### src/rtl/uart_tx_arbiter.sv
// Round-robin share of one UART transmitter among NUM_REQ byte streams; grant held per packet (<= MAX_BURST bytes).
// One-cycle arbitration, then bytes pass combinationally; tx_data_ready low stalls the granted lane in place.
module uart_tx_arbiter #(
  parameter int NUM_REQ      = 4,
  parameter int DATA_W       = 8,
  parameter int MAX_BURST    = 16,
  parameter int IDLE_TIMEOUT = 64,
  localparam int IW          = (NUM_REQ > 1) ? $clog2(NUM_REQ) : 1
) (
  input  logic                      clk,
  input  logic                      rst_n,
  input  logic                      enable,
  input  logic [NUM_REQ-1:0]        req_valid,
  input  logic [NUM_REQ*DATA_W-1:0] req_data,
  input  logic [NUM_REQ-1:0]        req_last,
  output logic [NUM_REQ-1:0]        req_ready,
  input  logic                      tx_data_ready,
  output logic                      send,
  output logic [DATA_W-1:0]         tx_data,
  output logic                      grant_valid,
  output logic [IW-1:0]             grant_id,
  output logic                      timeout_evt
);

  typedef enum logic {ARB, OWN} state_t;

  localparam logic [7:0] BURST_LAST = 8'(MAX_BURST - 1);
  localparam logic [7:0] IDLE_LAST  = 8'(IDLE_TIMEOUT - 1);

  state_t        state_q, state_d;
  logic [IW-1:0] rr_ptr, rr_d;
  logic [IW-1:0] grant_d;
  logic [7:0]    burst_cnt, burst_d;
  logic [7:0]    idle_cnt, idle_d;

  logic          pick_found;
  logic [IW-1:0] pick_idx;
  logic [IW-1:0] cand;
  logic          lane_vld;
  logic          lane_last;
  logic [DATA_W-1:0] lane_dat;
  logic          xfer;
  logic [IW-1:0] next_ptr;

  function automatic logic [IW-1:0] wrap_idx(input int v);
    return IW'(v % NUM_REQ);
  endfunction

  // Scan from the far end so the candidate closest to rr_ptr is the one left standing.
  always_comb begin
    pick_found = 1'b0;
    pick_idx   = '0;
    cand       = '0;
    for (int i = NUM_REQ - 1; i >= 0; i--) begin
      cand = wrap_idx(int'(rr_ptr) + i);
      if (req_valid[cand]) begin
        pick_found = 1'b1;
        pick_idx   = cand;
      end
    end
  end

  assign lane_vld  = req_valid[grant_id];
  assign lane_last = req_last[grant_id];
  assign lane_dat  = req_data[int'(grant_id)*DATA_W +: DATA_W];
  assign next_ptr  = (grant_id == IW'(NUM_REQ - 1)) ? '0 : grant_id + 1'b1;
  assign xfer      = send && tx_data_ready;

  always_comb begin
    state_d     = state_q;
    rr_d        = rr_ptr;
    grant_d     = grant_id;
    burst_d     = burst_cnt;
    idle_d      = idle_cnt;
    send        = 1'b0;
    tx_data     = '0;
    req_ready   = '0;
    grant_valid = 1'b0;
    timeout_evt = 1'b0;

    case (state_q)
      ARB: begin
        if (enable && pick_found) begin
          grant_d = pick_idx;
          burst_d = '0;
          idle_d  = '0;
          state_d = OWN;
        end
      end
      OWN: begin
        grant_valid         = 1'b1;
        send                = lane_vld;
        tx_data             = lane_dat;
        req_ready[grant_id] = xfer;
        if (xfer) begin
          burst_d = burst_cnt + 8'd1;
          idle_d  = '0;
          if (lane_last || burst_cnt == BURST_LAST) begin
            state_d = ARB;
            rr_d    = next_ptr;
          end
        end else if (lane_vld) begin
          // Stalled by the transmitter: the requester is not idle.
          idle_d = '0;
        end else if (idle_cnt == IDLE_LAST) begin
          timeout_evt = 1'b1;
          state_d     = ARB;
          rr_d        = next_ptr;
        end else begin
          idle_d = idle_cnt + 8'd1;
        end
      end
      default: state_d = ARB;
    endcase
  end

  always_ff @(posedge clk or negedge rst_n) begin
    if (!rst_n) begin
      state_q   <= ARB;
      rr_ptr    <= '0;
      grant_id  <= '0;
      burst_cnt <= '0;
      idle_cnt  <= '0;
    end else begin
      state_q   <= state_d;
      rr_ptr    <= rr_d;
      grant_id  <= grant_d;
      burst_cnt <= burst_d;
      idle_cnt  <= idle_d;
    end
  end

endmodule

### config.mk
export PLATFORM = sky130hd
export DESIGN_NAME = uart_tx_arbiter
export DESIGN_NICKNAME = d
export VERILOG_FILES = /design/src/rtl/uart_tx_arbiter.sv
export SDC_FILE = /design/constraint.sdc
export NUM_CORES = 1
export LEC_CHECK = 0
export BUFFER_PORTS_ARGS = -buffer_cell sky130_fd_sc_hd__buf_2
export CORE_MARGIN = 2
export CORE_UTILIZATION = 40
export DETAILED_ROUTE_END_ITERATION = 8
export HOLD_SLACK_MARGIN = 0.06
export PLACE_DENSITY = 0.7
export SKIP_CTS_REPAIR_TIMING = 1
export SYNTH_ARGS = -nofsm -noshare
export SYNTH_HDL_FRONTEND = slang
export SYNTH_SLANG_ARGS = --single-unit
### constraint.sdc
create_clock -name clk -period 2.2 [get_ports clk]
set_input_delay 0.33 -clock clk [delete_from_list [all_inputs] [get_ports clk]]
set_output_delay 0.33 -clock clk [all_outputs]
set_load 0.005 [all_outputs]
==> results.toml, run 1 <==
[yosys]
synth.distinct_cells = 39
syn_inst = 157
ys_seq_elements = 21
synth_mux_area_share_pct = 17.6
synth_compound_area_share_pct = 17.0
synth_xor_area_share_pct = 0.561
yosysWarnings = 0
synth_top_family_by_area = "simple AND/OR/NAND/NOR gates"
synthesis.area_um2 = 1560
avgSynthCellArea_um2 = 9.94
synth_nets = 207
synthSimpleGateAreaFrac_pct = 22.7
synth_top_flop_cell = "dfrtp_1"
synthAdderAreaFrac_pct = 4.81
ys_seq_area_share_pct = 33.7
synth_edf_count = 0
synthArstFlopShare_pct = 100

[timing]
max_freq_mhz = 486
hold_viol = 0
layout_min_cycle_time_ns = 2.06
grt_setup_unrepaired = "no"
maxSlewHeadroom_pct = 66.5
worst_clock_skew_ns = 0.00406
fin_setup_tns_ns = 0
drv_slew = 0
worst_slew_pin_slew_ns = 0.503
finalSetupViolations = 0
min_period_over_period_pct = 93.4

[pwr]
leakage_nw = 0.976
vdd_drop_max_mv = 0.734
p_per_area_nw_per_um2 = 975
power.net_switching_mw = 0.757
power_frac_comb_pct = 56.6
cell_internal_pwr_mw = 1.19
clkPwrFrac_pct = 13.1
pwr-share-seq_pct = 30.3
switching_share_pct = 38.9

[floorplanning]
initial_utilization_pct = 42.0
fp-row-count = 22
die_height_um = 66.5
die_area_um2 = 4420
core-area_um2 = 3720
ios = 61
die_x_um = 66.5

[setup_path]
r2r_cells = 4
cp.arrival_ns = 1.73
rrSetupSlack_ns = 0.15
start_kind = "flop"
r2r_end = "idle_cnt[1]"
cp_max_fo = 12
worstReg2RegStart = "grant_id[0]"
cp-end-kind = "output pin"
required_ns = 1.87
critical_path_class = "reg2out"

[placement]
dpl-instance-area_um2 = 1950
portBuffers = 60
place_hpwl_um = 3030
gp_congestion = 0.790

[cells_and_area]
drive_gt1_share_pct = 39.4
area_delta_synth_final_pct = 27.9
fin_area_um2 = 2000
seq_area_um2 = 526
diodes = 0
multi_input_area_um2 = 981
nets = 272
fillers = 370

[route]
vias_per_cell = 5.36
ant_nets = 0
vias = 1441
drc_errors = 0
drt-wirelength-per-cell_um = 14.2
drt-initial-drc-count = 67
firstDrtPassIters = 4
routed_wl_um = 3830

[clock_network]
cts_tree = "yes"
cts_max_path_buffers = 2
numCtsBuffers = 3
insertion_delay_ns = 0.26
htreeDepth = 1
clock-root-buffer = "clkbuf_8"
clkSinkCount = 21
clk_pin_slew_ns = 0.08

[run]
maxCapViolCount = 0

[global_routing]
grt_pass1_vias = 1410
antenna_found_initial = 0
grt_pass1_wl_um = 6580
grt_overflow = 0
grt_max_degree = 22
grt_usage_pct = 19.5

[status]
status = "completed"

[hold_path]
holdCritPathClass = "in2async"
## cell families after synthesis
| kind of cell | Yosys count |
|---|---|
| flip-flops | 21 |
| AO/OA/AOI/OAI | 36 |
| XOR/XNOR | 1 |
| adder cells (fa/ha/maj) | 6 |
| multiplexers | 15 |
| AND/OR/NAND/NOR | 63 |
| buffers and inverters | 15 |
## worst max-delay path by stage
| stage | start | to | slack [ns] |
|---|---|---|---|
| 3_3_place_gp | req_valid[3] | idle_cnt[1] | 0.1 |
| 5_1_grt | grant_id[0] | timeout_evt | 0.04 |
| 2_1_floorplan | grant_id[0] | idle_cnt[1] | 0.12 |
| 4_1_cts | grant_id[0] | timeout_evt | 0.1 |
| 6_report | grant_id[0] | timeout_evt | 0.14 |
| 3_5_place_dp | req_valid[3] | idle_cnt[1] | 0.08 |
## sequential cells by signal, summed over array words and instances, names as in the netlist
register,flops
idle_cnt,8
burst_cnt,8
state_q,1
grant_id,2
rr_ptr,2
## routing by layer
metal | global-route usage [%] | wire, um
met4 | 4.59 | 0
met5 | 0 | 0
met1 | 25.8 | 1740
met3 | 3.89 | 113
met2 | 32.8 | 1980
## cell type report
cell class / instances / share of cell area, %
sequential: 21 / 26.3
timing repair buffer: 67 / 17.7
clock buffer: 3 / 2.07
tap: 48 / 3.01
clock inverter: 1 / 0.251
inverter: 8 / 1.50
multi-input combinational: 121 / 49.2
## per-stage QoR
stage               instances  worst slack, ns  power, mW  hold slack (ns)  utilization (%)
floorplan                 157            0.117       1.30           0.0344                -
global placement          265            0.100       1.69            0.327             52.4
detailed placement        265           0.0803       1.70            0.328             52.4
CTS                       269           0.0993       1.96           0.0413             53.6
global route              269           0.0401       2.12           0.0665             53.7
finish                    269            0.144       1.95           0.0281             53.7
## cells in the mapped netlist, types with 2 or more instances
cell,n,area share [%]
a221o_1,2,1.3
a32o_1,2,1.3
or2_2,2,0.80
a21oi_1,6,1.9
nor4_1,2,0.80
o21ai_0,11,3.5
mux4_2,10,14
a22o_1,2,1.1
o22a_1,3,1.7
ha_1,6,4.8
clkbuf_1,6,1.4
and2_1,14,5.6
nor3_1,2,0.64
mux2i_1,5,3.2
dfrtp_1,21,34
nand3_1,5,1.6
and3_1,11,4.4
o31ai_1,2,0.96
nand2_1,12,2.9
nor2b_1,2,0.80
nor3b_1,2,0.96
nand2b_1,2,0.80
inv_1,8,1.9
nor2_1,4,0.96
## worst max-delay path, cell delays in order (launching register included)
cell and delay, ns:
dfrtp_1 0.37, mux4_2 0.52, buf_4 0.19, nor2_2 0.10
nand2_1 0.10, inv_1 0.08, buf_2 0.10
## cell usage in the layout (no fill, tap or decap), types with 3 or more instances in the layout
cell type and n:
a21oi_1 6, and2_1 14, and3_1 11, buf_2 60, buf_4 7, clkbuf_8 3
dfrtp_1 21, ha_1 6, inv_1 8, mux2i_1 5, mux4_2 10, nand2_1 12
nand3_1 5, nor2_1 3, o21ai_0 11, o22a_1 3
## power by group through the flow
stage	clock, mW	sequential, mW	combinational, mW
2_1_floorplan	0	0.583	0.721
3_3_place_gp	0	0.594	1.09
3_5_place_dp	0	0.594	1.10
4_1_cts	0.267	0.587	1.11
5_1_grt	0.283	0.608	1.23
6_report	0.255	0.589	1.10
(Power assumes the default switching activity.)
==> run 2: changes to the inputs <==
Settings changed: BUFFER_PORTS_ARGS -buffer_cell sky130_fd_sc_hd__buf_2 to not set, DONT_BUFFER_PORTS set to 1, PLACE_DENSITY 0.7 to 0.56.
Clock period 2.2 ns to 1.9 ns, I/O delays scaled along.
==> results.toml, run 2 (same netlist as run 1, synthesis figures left out) <==
[placement]
gp_congestion = 0.711
portBuffers = 0
place_hpwl_um = 2940

[route]
firstDrtPassIters = 4
vias = 1282
drt-initial-drc-count = 40
ant_nets = 0
drc_errors = 0
vias_per_cell = 5.96
routed_wl_um = 3900
drt-wirelength-per-cell_um = 18.1

[timing]
min_period_over_period_pct = 104
max_freq_mhz = 504
hold_viol = 0
maxSlewHeadroom_pct = 75.1
finalSetupViolations = 11
timing.final.ws_setup_ns = -0.0837
holdWs_ns = 0.178
layout_min_cycle_time_ns = 1.98
fin_setup_tns_ns = -0.475
grt_setup_unrepaired = "yes"
worst_clock_skew_ns = 0.0129
drv_slew = 0
worst_slew_pin_slew_ns = 0.373

[cells_and_area]
layout_common_cells = "dfrtp_1, and2_1, and3_1, nand2_1, o21ai_0"
drive_gt1_share_pct = 21.0
diodes = 0
nets = 218
final_common_cell = "dfrtp_1"
reg.largest.list = "burst_cnt: 8 flops, idle_cnt: 8 flops"
area_delta_synth_final_pct = 13.5

[setup_path]
slowest_stage = "or4_4"
r2r_end = "idle_cnt[1]"
critical_path_class = "reg2reg"
cp.arrival_ns = 2.18
start_kind = "flop"
worstReg2RegStart = "grant_id[0]"
path_cells = "mux4_2, or4_4, a21oi_4, mux2i_1"
cp-end-kind = "flop"
cp_max_fo = 5
crit_path_max_incr_delay_ns = 0.58
r2r_cells = 4
rrSetupSlack_ns = -0.08
required_ns = 2.10

[floorplanning]
core-area_um2 = 3720
die_x_um = 66.5
die_area_um2 = 4420
ios = 61
fp-row-count = 22
initial_utilization_pct = 42.0
die_height_um = 66.5

[global_routing]
antenna_found_initial = 0
grt_max_degree = 22
grt_usage_pct = 18.5
grt_overflow = 0
grt_pass1_wl_um = 6260
grt_pass1_vias = 1274

[pwr]
leakage_nw = 0.758
vdd_drop_max_mv = 0.678
p_per_area_nw_per_um2 = 1220

[clock_network]
cts_tree = "yes"
htreeDepth = 1
clock-root-buffer = "clkbuf_8"
clkSinkCount = 21
cts_max_path_buffers = 2
numCtsBuffers = 3
clk_pin_slew_ns = 0.09
insertion_delay_ns = 0.27

[status]
violations = "negative setup slack"
status = "finished, violations left"

[hold_path]
min-delay-start = "req_valid[3]"
holdCritPathClass = "in2reg"
hold_end = "grant_id[1]"
min_delay_path_depth = 2

[run]
maxCapViolCount = 0
## run 2: through the flow
stage	std cells	utilization [%]	setup WS, ns	area [um^2]	power (mW)
after floorplan	157	-	-0.0819	1560	1.52
final	215	47.6	-0.0837	1770	2.16
after global routing	215	47.6	-0.134	1770	2.32
after CTS	212	46.2	-0.112	1720	2.12
after global placement	208	44.9	-0.0684	1670	1.78
after detailed placement	208	44.9	-0.0931	1670	1.81
## run 2: worst max-delay path: cells and delay by family (launching register included)
kind / cells / cell delay [ns]
AND/OR/NAND/NOR: 1 / 0.58
flip-flops: 1 / 0.38
multiplexers: 2 / 0.71
AO/OA/AOI/OAI: 1 / 0.25
## run 2: cell type report
class                           instances  area (um^2)
Fill cell                             345         1950
Multi-Input combinational cell        122         1000
Sequential cell                        21          527
Timing Repair Buffer                   12          105
Tap cell                               48         60.1
Clock buffer                            3         41.3
Inverter                                8         30.0
Clock inverter                          1         5.00
## run 2: how the worst max path moves through the flow
stage | from | endpoint | slack (ns)
after global placement | grant_id[0] | idle_cnt[1] | -0.07
after global routing | grant_id[0] | idle_cnt[1] | -0.13
after CTS | grant_id[0] | idle_cnt[1] | -0.11
after floorplan | grant_id[0] | idle_cnt[1] | -0.08
final | grant_id[0] | idle_cnt[1] | -0.08
after detailed placement | grant_id[0] | idle_cnt[1] | -0.09
## run 2: layer usage
metal	routed length [um]	vias to the layer above	GRT usage, %	share of wire (%)
met2	1890	40	29.5	48
li1	-	610	-	-
met3	164	6	4.90	4.2
met5	0	-	0	0
met4	42	0	5.36	1.1
met1	1810	626	24.6	46
## run 2: power by group
group | leakage, nW | internal [mW] | total (mW) | switching [mW]
clock | 0.0255 | 0.146 | 0.303 | 0.157
combinational | 0.453 | 0.570 | 1.16 | 0.593
sequential | 0.279 | 0.557 | 0.694 | 0.137
total | 0.758 | 1.27 | 2.16 | 0.886
